File: src/rtl/uart_tx_pkg.sv
// uart_tx_pkg: FSM encoding, register offsets and status bit positions for uart_tx_mmio
package uart_tx_pkg;
  typedef enum logic [1:0] {IDLE, START, DATA, STOP} tx_state_t;
  localparam logic [1:0] OFF_TXDATA = 2'd0;
  localparam logic [1:0] OFF_STATUS = 2'd1;
  localparam int STAT_BUSY = 0;
  localparam int STAT_FULL = 1;
  localparam int STAT_EMPTY = 2;
endpackage

File: src/rtl/sync_fifo.sv
// sync_fifo: single-clock FIFO; a push into a full FIFO is taken only alongside a pop
module sync_fifo #(
  parameter int WIDTH = 8,
  parameter int DEPTH = 8
) (
  input  logic                     clk,
  input  logic                     reset,
  input  logic                     push,
  input  logic                     pop,
  input  logic [WIDTH-1:0]         wdata,
  output logic [WIDTH-1:0]         rdata,
  output logic                     full,
  output logic                     empty,
  output logic [$clog2(DEPTH):0]   count
);
  localparam int AW = $clog2(DEPTH);
  logic [WIDTH-1:0] mem [DEPTH];
  logic [AW-1:0] wr_ptr, rd_ptr;
  logic do_push, do_pop;
  assign do_pop = pop & ~empty;
  assign do_push = push & (~full | do_pop);
  assign full = count == (AW+1)'(DEPTH);
  assign empty = count == '0;
  assign rdata = mem[rd_ptr];
  always_ff @(posedge clk) begin
    if (reset) begin
      wr_ptr <= '0;
      rd_ptr <= '0;
      count <= '0;
    end else begin
      if (do_push) wr_ptr <= wr_ptr + AW'(1);
      if (do_pop) rd_ptr <= rd_ptr + AW'(1);
      count <= count + (AW+1)'(do_push) - (AW+1)'(do_pop);
    end
  end
  always_ff @(posedge clk) begin
    if (do_push) mem[wr_ptr] <= wdata;
  end
endmodule

File: src/rtl/uart_tx_mmio.sv
// uart_tx_mmio: memory-mapped 8N1 transmitter with TX FIFO and status register
module uart_tx_mmio
  import uart_tx_pkg::*;
#(
  parameter int BAUD_DIV = 217,
  parameter int FIFO_DEPTH = 8
) (
  input  logic        clk,
  input  logic        reset,
  input  logic        sel,
  input  logic        mem_valid,
  output logic        mem_ready,
  input  logic [3:0]  mem_wstrb,
  input  logic [31:0] mem_addr,
  input  logic [31:0] mem_wdata,
  output logic [31:0] mem_rdata,
  output logic        uart_tx
);
  localparam logic [15:0] DIV_M1 = 16'(BAUD_DIV - 1);
  tx_state_t state, state_n;
  logic [15:0] baud_cnt, baud_cnt_n;
  logic [2:0] bit_idx, bit_idx_n;
  logic [7:0] shreg, shreg_n, fifo_rdata;
  logic [$clog2(FIFO_DEPTH):0] fifo_count;
  logic [31:0] status;
  logic [1:0] off;
  logic tx_n, pop, full, empty, req, wr, txw, ack, tick, unused;
  assign unused = ^{mem_addr[31:4], mem_addr[1:0], mem_wdata[31:8], fifo_count};
  assign off = mem_addr[3:2];
  assign req = mem_valid & sel & ~mem_ready;
  assign wr = |mem_wstrb;
  assign txw = req & wr & mem_wstrb[0] & (off == OFF_TXDATA);
  // a full-FIFO write completes on the very edge the FSM frees a slot
  assign ack = req & ~(txw & full & ~pop);
  assign tick = baud_cnt == '0;
  sync_fifo #(.WIDTH(8), .DEPTH(FIFO_DEPTH)) u_fifo (
    .clk(clk), .reset(reset), .push(txw), .pop(pop), .wdata(mem_wdata[7:0]),
    .rdata(fifo_rdata), .full(full), .empty(empty), .count(fifo_count)
  );
  always_comb begin
    status = '0;
    status[STAT_BUSY] = state != IDLE;
    status[STAT_FULL] = full;
    status[STAT_EMPTY] = empty;
  end
  always_ff @(posedge clk) begin
    if (reset) begin
      mem_ready <= 1'b0;
      mem_rdata <= '0;
    end else begin
      mem_ready <= ack;
      mem_rdata <= (ack & ~wr & (off == OFF_STATUS)) ? status : '0;
    end
  end
  always_comb begin
    state_n = state;
    baud_cnt_n = (state == IDLE || tick) ? DIV_M1 : baud_cnt - 16'd1;
    bit_idx_n = bit_idx;
    shreg_n = shreg;
    tx_n = uart_tx;
    pop = 1'b0;
    unique case (state)
      IDLE: if (!empty) begin
        pop = 1'b1;
        state_n = START;
        shreg_n = fifo_rdata;
        tx_n = 1'b0;
      end
      START: if (tick) begin
        state_n = DATA;
        tx_n = shreg[0];
        shreg_n = shreg >> 1;
        bit_idx_n = '0;
      end
      DATA: if (tick) begin
        state_n = (bit_idx == 3'd7) ? STOP : DATA;
        tx_n = (bit_idx == 3'd7) ? 1'b1 : shreg[0];
        shreg_n = shreg >> 1;
        bit_idx_n = bit_idx + 3'd1;
      end
      STOP: if (tick) state_n = IDLE;
      default: state_n = IDLE;
    endcase
  end
  always_ff @(posedge clk) begin
    if (reset) begin
      state <= IDLE;
      baud_cnt <= '0;
      bit_idx <= '0;
      shreg <= '0;
      uart_tx <= 1'b1;
    end else begin
      state <= state_n;
      baud_cnt <= baud_cnt_n;
      bit_idx <= bit_idx_n;
      shreg <= shreg_n;
      uart_tx <= tx_n;
    end
  end
endmodule

File: config.mk
export PLATFORM = sky130hd
export DESIGN_NAME = uart_tx_mmio
export DESIGN_NICKNAME = d
export VERILOG_FILES = /design/src/rtl/uart_tx_pkg.sv /design/src/rtl/sync_fifo.sv /design/src/rtl/uart_tx_mmio.sv
export SDC_FILE = /design/constraint.sdc
export NUM_CORES = 1
export LEC_CHECK = 0
export ABC_AREA = 1
export CAP_MARGIN = 30
export CORE_AREA = 2 2 104 106
export DETAILED_ROUTE_END_ITERATION = 12
export DIE_AREA = 0 0 106 108
export GPL_ROUTABILITY_DRIVEN = 0
export HOLD_SLACK_MARGIN = 0.15
export PLACE_DENSITY_LB_ADDON = 0.1
export SLEW_MARGIN = 0
export SYNTH_ARGS = -nofsm -noshare
export SYNTH_HDL_FRONTEND = slang
export SYNTH_SLANG_ARGS = --single-unit
File: constraint.sdc
create_clock -name clk -period 3 [get_ports clk]
set_input_delay 0.9 -clock clk [delete_from_list [all_inputs] [get_ports clk]]
set_output_delay 0.9 -clock clk [all_outputs]
set_load 0.005 [all_outputs]
==> results_tabular.tex, run 1 <==
\begin{tabular}{lr}
\hline
Metric & Value \\
\hline
\multicolumn{2}{l}{\textbf{Min path}} \\
Hold-critical path depth & 1 \\
Worst hold path type & flip-flop to flip-flop \\
\multicolumn{2}{l}{\textbf{Drt}} \\
Number of nets with antenna violations after detailed routing & 0 \\
Starting DRT DRC Count & 206 \\
Vias/cell & 4.963 \\
Highest Signal Layer & met4 \\
Metal1 wirelength & 4724 µm \\
Routed met2 length & 4710 µm \\
Post-DR wirelength/cell & 13.40 µm \\
Total Routed Length & 10040 µm \\
Drt first pass iters & 4 \\
Number of vias in the routed layout & 3717 \\
DRC & 0 \\
Amount of wire on met3 after detailed routing & 474 µm \\
\multicolumn{2}{l}{\textbf{Global route}} \\
Pin count of the biggest net entering global routing & 33 \\
GRT Residual Overflow & 0 \\
Initial antenna violation count & 0 \\
Global-route wire length before repair & 16730 µm \\
Number of global-route vias before repair & 3439 \\
Global-route usage over all layers & 18.98\% \\
\multicolumn{2}{l}{\textbf{STA}} \\
Slew HR & 62.68\% \\
Maximum clock rate & 411.4 MHz \\
Total negative setup slack & 0 ps \\
Period utilization & 81.02\% \\
RSZ-0062 raised after global routing & false \\
Final Critical Period & 2430 ps \\
Final setup skew & 18.43 ps \\
Worst-case setup margin in the final layout & 569.5 ps \\
Slew at the pin with the worst max-slew slack & 559.0 ps \\
Max-slew violation count & 0 \\
Final hold violation count & 0 \\
Final count of negative-setup-slack endpoints & 0 \\
\multicolumn{2}{l}{\textbf{Clock tree}} \\
Hold bufs inserted after CTS & 0 \\
Reg clk slew, reported paths & 100 ps \\
Depth of the CTS H-tree & 3 \\
Clock tree from TritonCTS & built \\
Post-CTS setup buffer count & 0 \\
Max clock buf depth & 2 \\
Clock Tree Root & sky130\_fd\_sc\_hd\_\_clkbuf\_8 \\
Worst-skew pair later-pin latency & 380 ps \\
CTS Buf Count & 9 \\
Post-CTS sizing & 0 \\
TritonCTS sink count & 111 \\
\multicolumn{2}{l}{\textbf{Logic synthesis}} \\
Async S/R FF share, synth & 0\% \\
Number of enable flip-flop cells after synthesis & 64 \\
XOR/XNOR Fraction of Synth Area & 1.490\% \\
Flip-flop and latch count after synthesis & 111 \\
Synth warnings & 0 \\
Syn Inst Count & 583 \\
Adder-cell share of the synthesized area & 4.636\% \\
Main combinational cell family by area after synthesis & simple AND/OR/NAND/NOR gates \\
Commonest register cell after synthesis & sky130\_fd\_sc\_hd\_\_edfxtp\_1 \\
Seq/Total Area, Yosys & 54.12\% \\
Simple logic cell fraction of the synthesized area & 24.53\% \\
Mean cell area of the mapped netlist & 9.074 µm² \\
Post-synth cell types & 40 \\
Post-synthesis mux area share & 0\% \\
Cell area after synthesis & 5290 µm² \\
Compound-cell area share of the yosys netlist & 5.747\% \\
\multicolumn{2}{l}{\textbf{Floorplanning}} \\
Die Y-Extent & 108 µm \\
Floorplan die area & 11450 µm² \\
Number of top-level pins & 106 \\
Initial standard-cell utilization of the core & 51.71\% \\
Placeable core region & 10230 µm² \\
Number of rows in the core area & 37 \\
Die boundary width & 106 µm \\
\multicolumn{2}{l}{\textbf{Critical path}} \\
Largest delay contributor family on the critical path & buffers and inverters \\
Data arrival time of the worst path & 2690 ps \\
CP Cell Sequence & clkdlybuf4s50\_1 > nand2\_1 > nor2\_1 > nand4\_2 > inv\_1 > ha\_1 > inv\_1 > fa\_1 > xor2\_1 > nor2\_1 \\
Cell count along the critical path & 10 \\
Kind of critical path & input pin to flip-flop \\
Maximum fanout count along the critical path & 6 \\
Required time at the worst-slack endpoint & 3260 ps \\
Slowest cell on the critical path & sky130\_fd\_sc\_hd\_\_clkdlybuf4s50\_1 \\
Buffers \& Inverters on Critical Path & 3 \\
Max incr delay on CP & 450 ps \\
Worst reg2reg path depth & 11 \\
Worst Setup Start Kind & input pin \\
Critical path capture point type & flip-flop \\
\multicolumn{2}{l}{\textbf{Placement}} \\
Total of buffers placed on input and output ports & 22 \\
Detailed placement HPWL & 6693 µm \\
Setup slack after placement & 151.6 ps \\
\multicolumn{2}{l}{\textbf{Pwr}} \\
Reported leakage power & 2.397 nW \\
Peak supply drop & 0.0004117 V \\
Power density over the cells & 834.5 nW/µm² \\
Flop pwr share & 40.5\% \\
Total power & 4.786 mW \\
Switching fraction of total power & 41.20\% \\
Total net switching power & 1.972 mW \\
Share of power burned in combinational logic & 42.0\% \\
Part of the total power dissipated in the clock network & 17.5\% \\
Cell Int Power & 2.814 mW \\
\multicolumn{2}{l}{\textbf{Finish}} \\
Area overhead of the layout relative to synthesis & 8.420\% \\
Layout cell share with drive strength beyond 1 & 9.625\% \\
Number of inserted diodes & 0 \\
Total Nets Final & 699 \\
\multicolumn{2}{l}{\textbf{Outcome}} \\
Result of the run & finished clean \\
\multicolumn{2}{l}{\textbf{Flow run}} \\
Count of max-cap constraint violations & 0 \\
\hline
\end{tabular}
## cell families (layout without fill, tap and decap cells)
kind of cell               after synthesis  in the layout
and+or+nand+nor                        292            292
DFF                                    111            111
buffers and inverters                   96             98
AOI/OAI and AO/OA                       55             55
adders and majority gates               19             19
xor gates and xnor gates                 9              9
other                                    1             29
## flip-flops by register name, indices dropped and copies added (netlist names), 2 cells and up, named ones only
| register | flops |
|---|---|
| mem_rdata | 3 |
| bit_idx | 3 |
| shreg | 8 |
| u_fifo.count | 4 |
| state | 2 |
| u_fifo.wr_ptr | 3 |
| u_fifo.mem | 64 |
| baud_cnt | 16 |
| u_fifo.rd_ptr | 3 |
## power by group through the flow
stage          logic (mW)  registers, mW  clock network (mW)
2_1_floorplan        1.72           1.91                   0
6_report             2.01           1.94               0.837
3_3_place_gp         1.98           1.97                   0
5_1_grt              2.35           1.97               0.917
4_1_cts              2.03           1.94               0.860
3_5_place_dp         2.02           1.98                   0
## cell usage in the layout, fill, tap and decap left out, types with 4 or more instances in the layout
cell | Yosys | layout
sky130_fd_sc_hd__buf_4 | 30 | 12
sky130_fd_sc_hd__nor3_1 | 6 | 6
sky130_fd_sc_hd__nor2_1 | 80 | 80
sky130_fd_sc_hd__clkdlybuf4s50_1 | 0 | 22
sky130_fd_sc_hd__o21ai_0 | 15 | 15
sky130_fd_sc_hd__xnor2_1 | 4 | 4
sky130_fd_sc_hd__inv_2 | 5 | 5
sky130_fd_sc_hd__nor2_2 | 6 | 6
sky130_fd_sc_hd__a21oi_1 | 31 | 31
sky130_fd_sc_hd__clkbuf_8 | 0 | 9
sky130_fd_sc_hd__or2_2 | 5 | 5
sky130_fd_sc_hd__inv_1 | 43 | 43
sky130_fd_sc_hd__conb_1 | 1 | 29
sky130_fd_sc_hd__nand3_1 | 48 | 48
sky130_fd_sc_hd__nand2_1 | 126 | 126
sky130_fd_sc_hd__dfxtp_1 | 47 | 47
sky130_fd_sc_hd__xor2_1 | 5 | 5
sky130_fd_sc_hd__ha_1 | 18 | 18
sky130_fd_sc_hd__edfxtp_1 | 64 | 64
## cells in the mapped netlist, drive strengths merged (4+ instances only)
cell type    n  share of area (%)
xnor2        4               0.66
nor2        89                7.0
clkbuf       5               0.35
xor2         5               0.83
o211ai       4               0.66
buf         43                5.7
edfxtp      64                 36
dfxtp       47                 18
ha          18                4.3
nand4        4               0.59
nand2      131                9.7
o21ai       17                1.7
or2          6               0.76
a21oi       31                2.9
nor3         8               0.95
inv         48                3.4
nand3       50                4.9
## layout make-up
class	instances	area, µm²
clock buffer	10	127.6
clock inverter	6	50.05
fill	951	4496
inverter	48	180.2
multi-input combinational	404	2034
sequential	111	2863
tap	136	170.2
timing repair buffer	34	310.3
## worst paths after layout
| check | from | end | slack (ps) |
|---|---|---|---|
| max | mem_valid | u_fifo.count[2]$_SDFF_PP0_ | 570 |
| min | baud_cnt[0]$_SDFF_PP0_ | baud_cnt[0]$_SDFF_PP0_ | 420 |
| max reg2reg | state[0]$_SDFFE_PP0P_ | u_fifo.count[2]$_SDFF_PP0_ | 670 |
| min reg2reg | baud_cnt[0]$_SDFF_PP0_ | baud_cnt[0]$_SDFF_PP0_ | 420 |
## routing by layer
| metal | vias up | global-route usage, % |
|---|---|---|
| met3 | 13 | 2.652 |
| met4 | 0 | 7.237 |
| met5 | - | 0 |
| li1 | 1898 | - |
| met1 | 1725 | 25.18 |
| met2 | 81 | 31.94 |
## per-stage QoR
| stage | util [%] | instances | cell area [µm²] | hold slack, ps |
|---|---|---|---|---|
| 2_1_floorplan | - | 611 | 5395 | 392.5 |
| 3_3_place_gp | 54.32 | 733 | 5558 | 405.3 |
| 3_5_place_dp | 54.32 | 733 | 5558 | 405.0 |
| 4_1_cts | 56.06 | 749 | 5736 | 422.9 |
| 5_1_grt | 56.06 | 749 | 5736 | 443.0 |
| 6_report | 56.06 | 749 | 5736 | 419.8 |
## worst reg2reg max path, cell delays in order, from the launching register on
cell,delay [ps]
sky130_fd_sc_hd__dfxtp_1,430
sky130_fd_sc_hd__inv_1,110
sky130_fd_sc_hd__ha_1,270
sky130_fd_sc_hd__nand2_1,170
sky130_fd_sc_hd__inv_1,130
sky130_fd_sc_hd__ha_1,280
sky130_fd_sc_hd__inv_1,60
sky130_fd_sc_hd__ha_1,160
sky130_fd_sc_hd__inv_1,50
sky130_fd_sc_hd__fa_1,370
sky130_fd_sc_hd__xor2_1,150
sky130_fd_sc_hd__nor2_1,50
(Power assumes the default switching activity.)
==> run 2: changes to the inputs <==
==> constraint.sdc (replaced) <==
create_clock -name clk -period 2.4 [get_ports clk]
set_input_delay 0.72 -clock clk [delete_from_list [all_inputs] [get_ports clk]]
set_output_delay 0.72 -clock clk [all_outputs]
set_load 0.005 [all_outputs]
==> results_tabular.tex, run 2 (synthesis results as in run 1) <==
\begin{tabular}{lr}
\hline
Metric & Value \\
\hline
\multicolumn{2}{l}{\textbf{Clock tree}} \\
Max clock buf depth & 2 (unchanged) \\
Depth of the CTS H-tree & 3 (unchanged) \\
Worst-skew pair later-pin latency & 390 ps (was 380 ps) \\
CTS Buf Count & 9 (unchanged) \\
Clock Tree Root & sky130\_fd\_sc\_hd\_\_clkbuf\_8 (unchanged) \\
TritonCTS sink count & 111 (unchanged) \\
Post-CTS setup buffer count & 0 (unchanged) \\
Reg clk slew, reported paths & 100 ps (about the same) \\
Clock tree from TritonCTS & built (unchanged) \\
\multicolumn{2}{l}{\textbf{Critical path}} \\
Max incr delay on CP & 450 ps (about the same) \\
Worst Setup Start Kind & input pin (unchanged) \\
Critical path capture point type & flip-flop (unchanged) \\
Slowest cell on the critical path & sky130\_fd\_sc\_hd\_\_clkdlybuf4s50\_1 (unchanged) \\
Required time at the worst-slack endpoint & 2670 ps (was 3260 ps) \\
Kind of critical path & input pin to flip-flop (unchanged) \\
Maximum fanout count along the critical path & 3 (was 6) \\
CP Cell Sequence & clkdlybuf4s50\_1 > nand2\_1 > nor2\_1 > nand4\_2 > inv\_1 > ha\_1 > inv\_1 > fa\_1 > xor2\_1 > nor2\_1 (unchanged) \\
Data arrival time of the worst path & 2420 ps (was 2690 ps) \\
\multicolumn{2}{l}{\textbf{STA}} \\
RSZ-0062 raised after global routing & false (unchanged) \\
Worst-case setup margin in the final layout & 251.0 ps (was 569.5 ps) \\
Final Critical Period & 2149 ps \\
Slew at the pin with the worst max-slew slack & 566.6 ps (was 559.0 ps) \\
Final count of negative-setup-slack endpoints & 0 (unchanged) \\
Maximum clock rate & 465.3 MHz \\
Slew HR & 62.17\% (was 62.68\%) \\
Final setup skew & 13.46 ps (was 18.43 ps) \\
Final hold violation count & 0 (unchanged) \\
Max-slew violation count & 0 (unchanged) \\
Period utilization & 89.54\% \\
\multicolumn{2}{l}{\textbf{Min path}} \\
Worst hold path type & flip-flop to flip-flop (unchanged) \\
\multicolumn{2}{l}{\textbf{Drt}} \\
Starting DRT DRC Count & 146 (was 206) \\
DRC & 0 (unchanged) \\
Number of vias in the routed layout & 3770 (was 3717) \\
Total Routed Length & 10310 µm (was 10040 µm) \\
Number of nets with antenna violations after detailed routing & 0 (unchanged) \\
Drt first pass iters & 4 (unchanged) \\
Post-DR wirelength/cell & 13.63 µm (was 13.40 µm) \\
Vias/cell & 4.987 (was 4.963) \\
\multicolumn{2}{l}{\textbf{Placement}} \\
Total of buffers placed on input and output ports & 22 (unchanged) \\
Detailed placement HPWL & 6935 µm (was 6693 µm) \\
Total instance count after detailed placement & 740 (was 733) \\
Setup slack after placement & -158.4 ps (was 151.6 ps) \\
\multicolumn{2}{l}{\textbf{Global route}} \\
GRT Residual Overflow & 0 (unchanged) \\
Number of global-route vias before repair & 3552 (was 3439) \\
Global-route wire length before repair & 16910 µm (was 16730 µm) \\
Initial antenna violation count & 0 (unchanged) \\
Global-route usage over all layers & 19.36\% (was 18.98\%) \\
Pin count of the biggest net entering global routing & 33 (unchanged) \\
\multicolumn{2}{l}{\textbf{Finish}} \\
Layout cell share with drive strength beyond 1 & 11.45\% (was 9.625\%) \\
Leading cell type in the layout, fill and taps excluded & sky130\_fd\_sc\_hd\_\_nand2\_1 (unchanged) \\
Final core utilization & 56.70\% (was 56.06\%) \\
Total Nets Final & 706 (was 699) \\
Area overhead of the layout relative to synthesis & 9.650\% (was 8.420\%) \\
Registers with the most flip-flops & u\_fifo.mem x64, baud\_cnt x16, shreg x8 (unchanged) \\
Number of inserted diodes & 0 (unchanged) \\
Area occupied by multi-input gates & 2039 µm² (was 2034 µm²) \\
Flip-flop count of the largest register, all copies and words added & 64 (unchanged) \\
Commonest non-fill, non-tap cells in the layout & sky130\_fd\_sc\_hd\_\_nand2\_1 (125), sky130\_fd\_sc\_hd\_\_nor2\_1 (80), sky130\_fd\_sc\_hd\_\_edfxtp\_1 (64) (was sky130\_fd\_sc\_hd\_\_nand2\_1 (126), sky130\_fd\_sc\_hd\_\_nor2\_1 (80), sky130\_fd\_sc\_hd\_\_edfxtp\_1 (64)) \\
Non-filler instance count after layout & 756 (was 749) \\
Register cell area after layout & 2865 µm² (was 2863 µm²) \\
Count of fill cells added during filler insertion & 927 (was 951) \\
Largest register by flop count & u\_fifo.mem (unchanged) \\
\multicolumn{2}{l}{\textbf{Floorplanning}} \\
Placeable core region & 10230 µm² (unchanged) \\
Die Y-Extent & 108 µm (unchanged) \\
Number of top-level pins & 106 (unchanged) \\
Number of rows in the core area & 37 (unchanged) \\
Die boundary width & 106 µm (unchanged) \\
Floorplan die area & 11450 µm² (unchanged) \\
Initial standard-cell utilization of the core & 51.71\% (unchanged) \\
\multicolumn{2}{l}{\textbf{Pwr}} \\
Part of the total power dissipated in the clock network & 17.4\% (was 17.5\%) \\
Total power & 6.052 mW (was 4.786 mW) \\
Share of power burned in combinational logic & 42.7\% (was 42.0\%) \\
Switching fraction of total power & 41.21\% (was 41.20\%) \\
Peak supply drop & 0.0005073 V (was 0.0004117 V) \\
Total net switching power & 2.494 mW (was 1.972 mW) \\
Flop pwr share & 39.9\% (was 40.5\%) \\
Reported leakage power & 2.431 nW (was 2.397 nW) \\
Cell Int Power & 3.558 mW (was 2.814 mW) \\
Power density over the cells & 1043 nW/µm² (was 834.5 nW/µm²) \\
\multicolumn{2}{l}{\textbf{Flow run}} \\
Count of max-cap constraint violations & 0 (unchanged) \\
\multicolumn{2}{l}{\textbf{Outcome}} \\
Result of the run & finished clean (unchanged) \\
\hline
\end{tabular}
==> run 2: power by group through the flow <==
stage,clock [mW],sequential (mW),combinational (mW)
after floorplan,0,2.38,2.15
after global placement,0,2.45,2.52
after detailed placement,0,2.46,2.57
after CTS,1.09,2.42,2.59
after global routing,1.17,2.45,2.99
final,1.05,2.42,2.58
==> run 2: cell type report <==
class                   count  area share [%]
flip-flops and latches    111           49.40
multi-input cells         404           35.16
repair buffers             41           6.255
inverters                  48           3.106
well taps                 136           2.934
clock buffers              10           2.200
clock inverters             6          0.9491
==> run 2: path summary, 6_finish.rpt <==
kind | to | start | cells past startpoint | slack [ps]
max | u_fifo.count[2]$_SDFF_PP0_ | mem_valid | 10 | 250
min reg2reg | baud_cnt[0]$_SDFF_PP0_ | baud_cnt[0]$_SDFF_PP0_ | 1 | 410
max reg2reg | u_fifo.count[2]$_SDFF_PP0_ | state[0]$_SDFFE_PP0P_ | 11 | 270
min | baud_cnt[0]$_SDFF_PP0_ | baud_cnt[0]$_SDFF_PP0_ | 1 | 410
==> run 2: repair_timing <==
action,4_1_cts,5_1_grt
endpoints found under the setup margin,0,10
hold buffers,0,0
resized for setup,0,4
==> run 2: stage by stage <==
| stage | hold slack, ps | TNS, ps | area, µm² |
|---|---|---|---|
| 6_report | 413.8 | 0 | 5801 |
| 5_1_grt | 449.4 | 0 | 5801 |
| 4_1_cts | 420.3 | 0 | 5793 |
| 3_3_place_gp | 404.0 | -3340 | 5610 |
| 2_1_floorplan | 392.5 | 0 | 5395 |
| 3_5_place_dp | 405.9 | -5161 | 5610 |
==> run 2: per-layer routing <==
layer  share of wire (%)  track usage, %  wire (µm)  vias to the layer above
li1                    -               -          -                     1912
met1                  46           25.31       4734                     1747
met2                  48           31.75       4899                       95
met3                 4.2           3.074        430                       16
met4                 2.4           9.305        243                        0
met5                   0               0          0                        -
==> run 2: worst max-delay path, delay by kind of cell <==
kind	cells	cell delay [ps]
fa+ha+maj	2	540
simple gates	4	400
buf+inv	3	630
xor+xnor	1	140
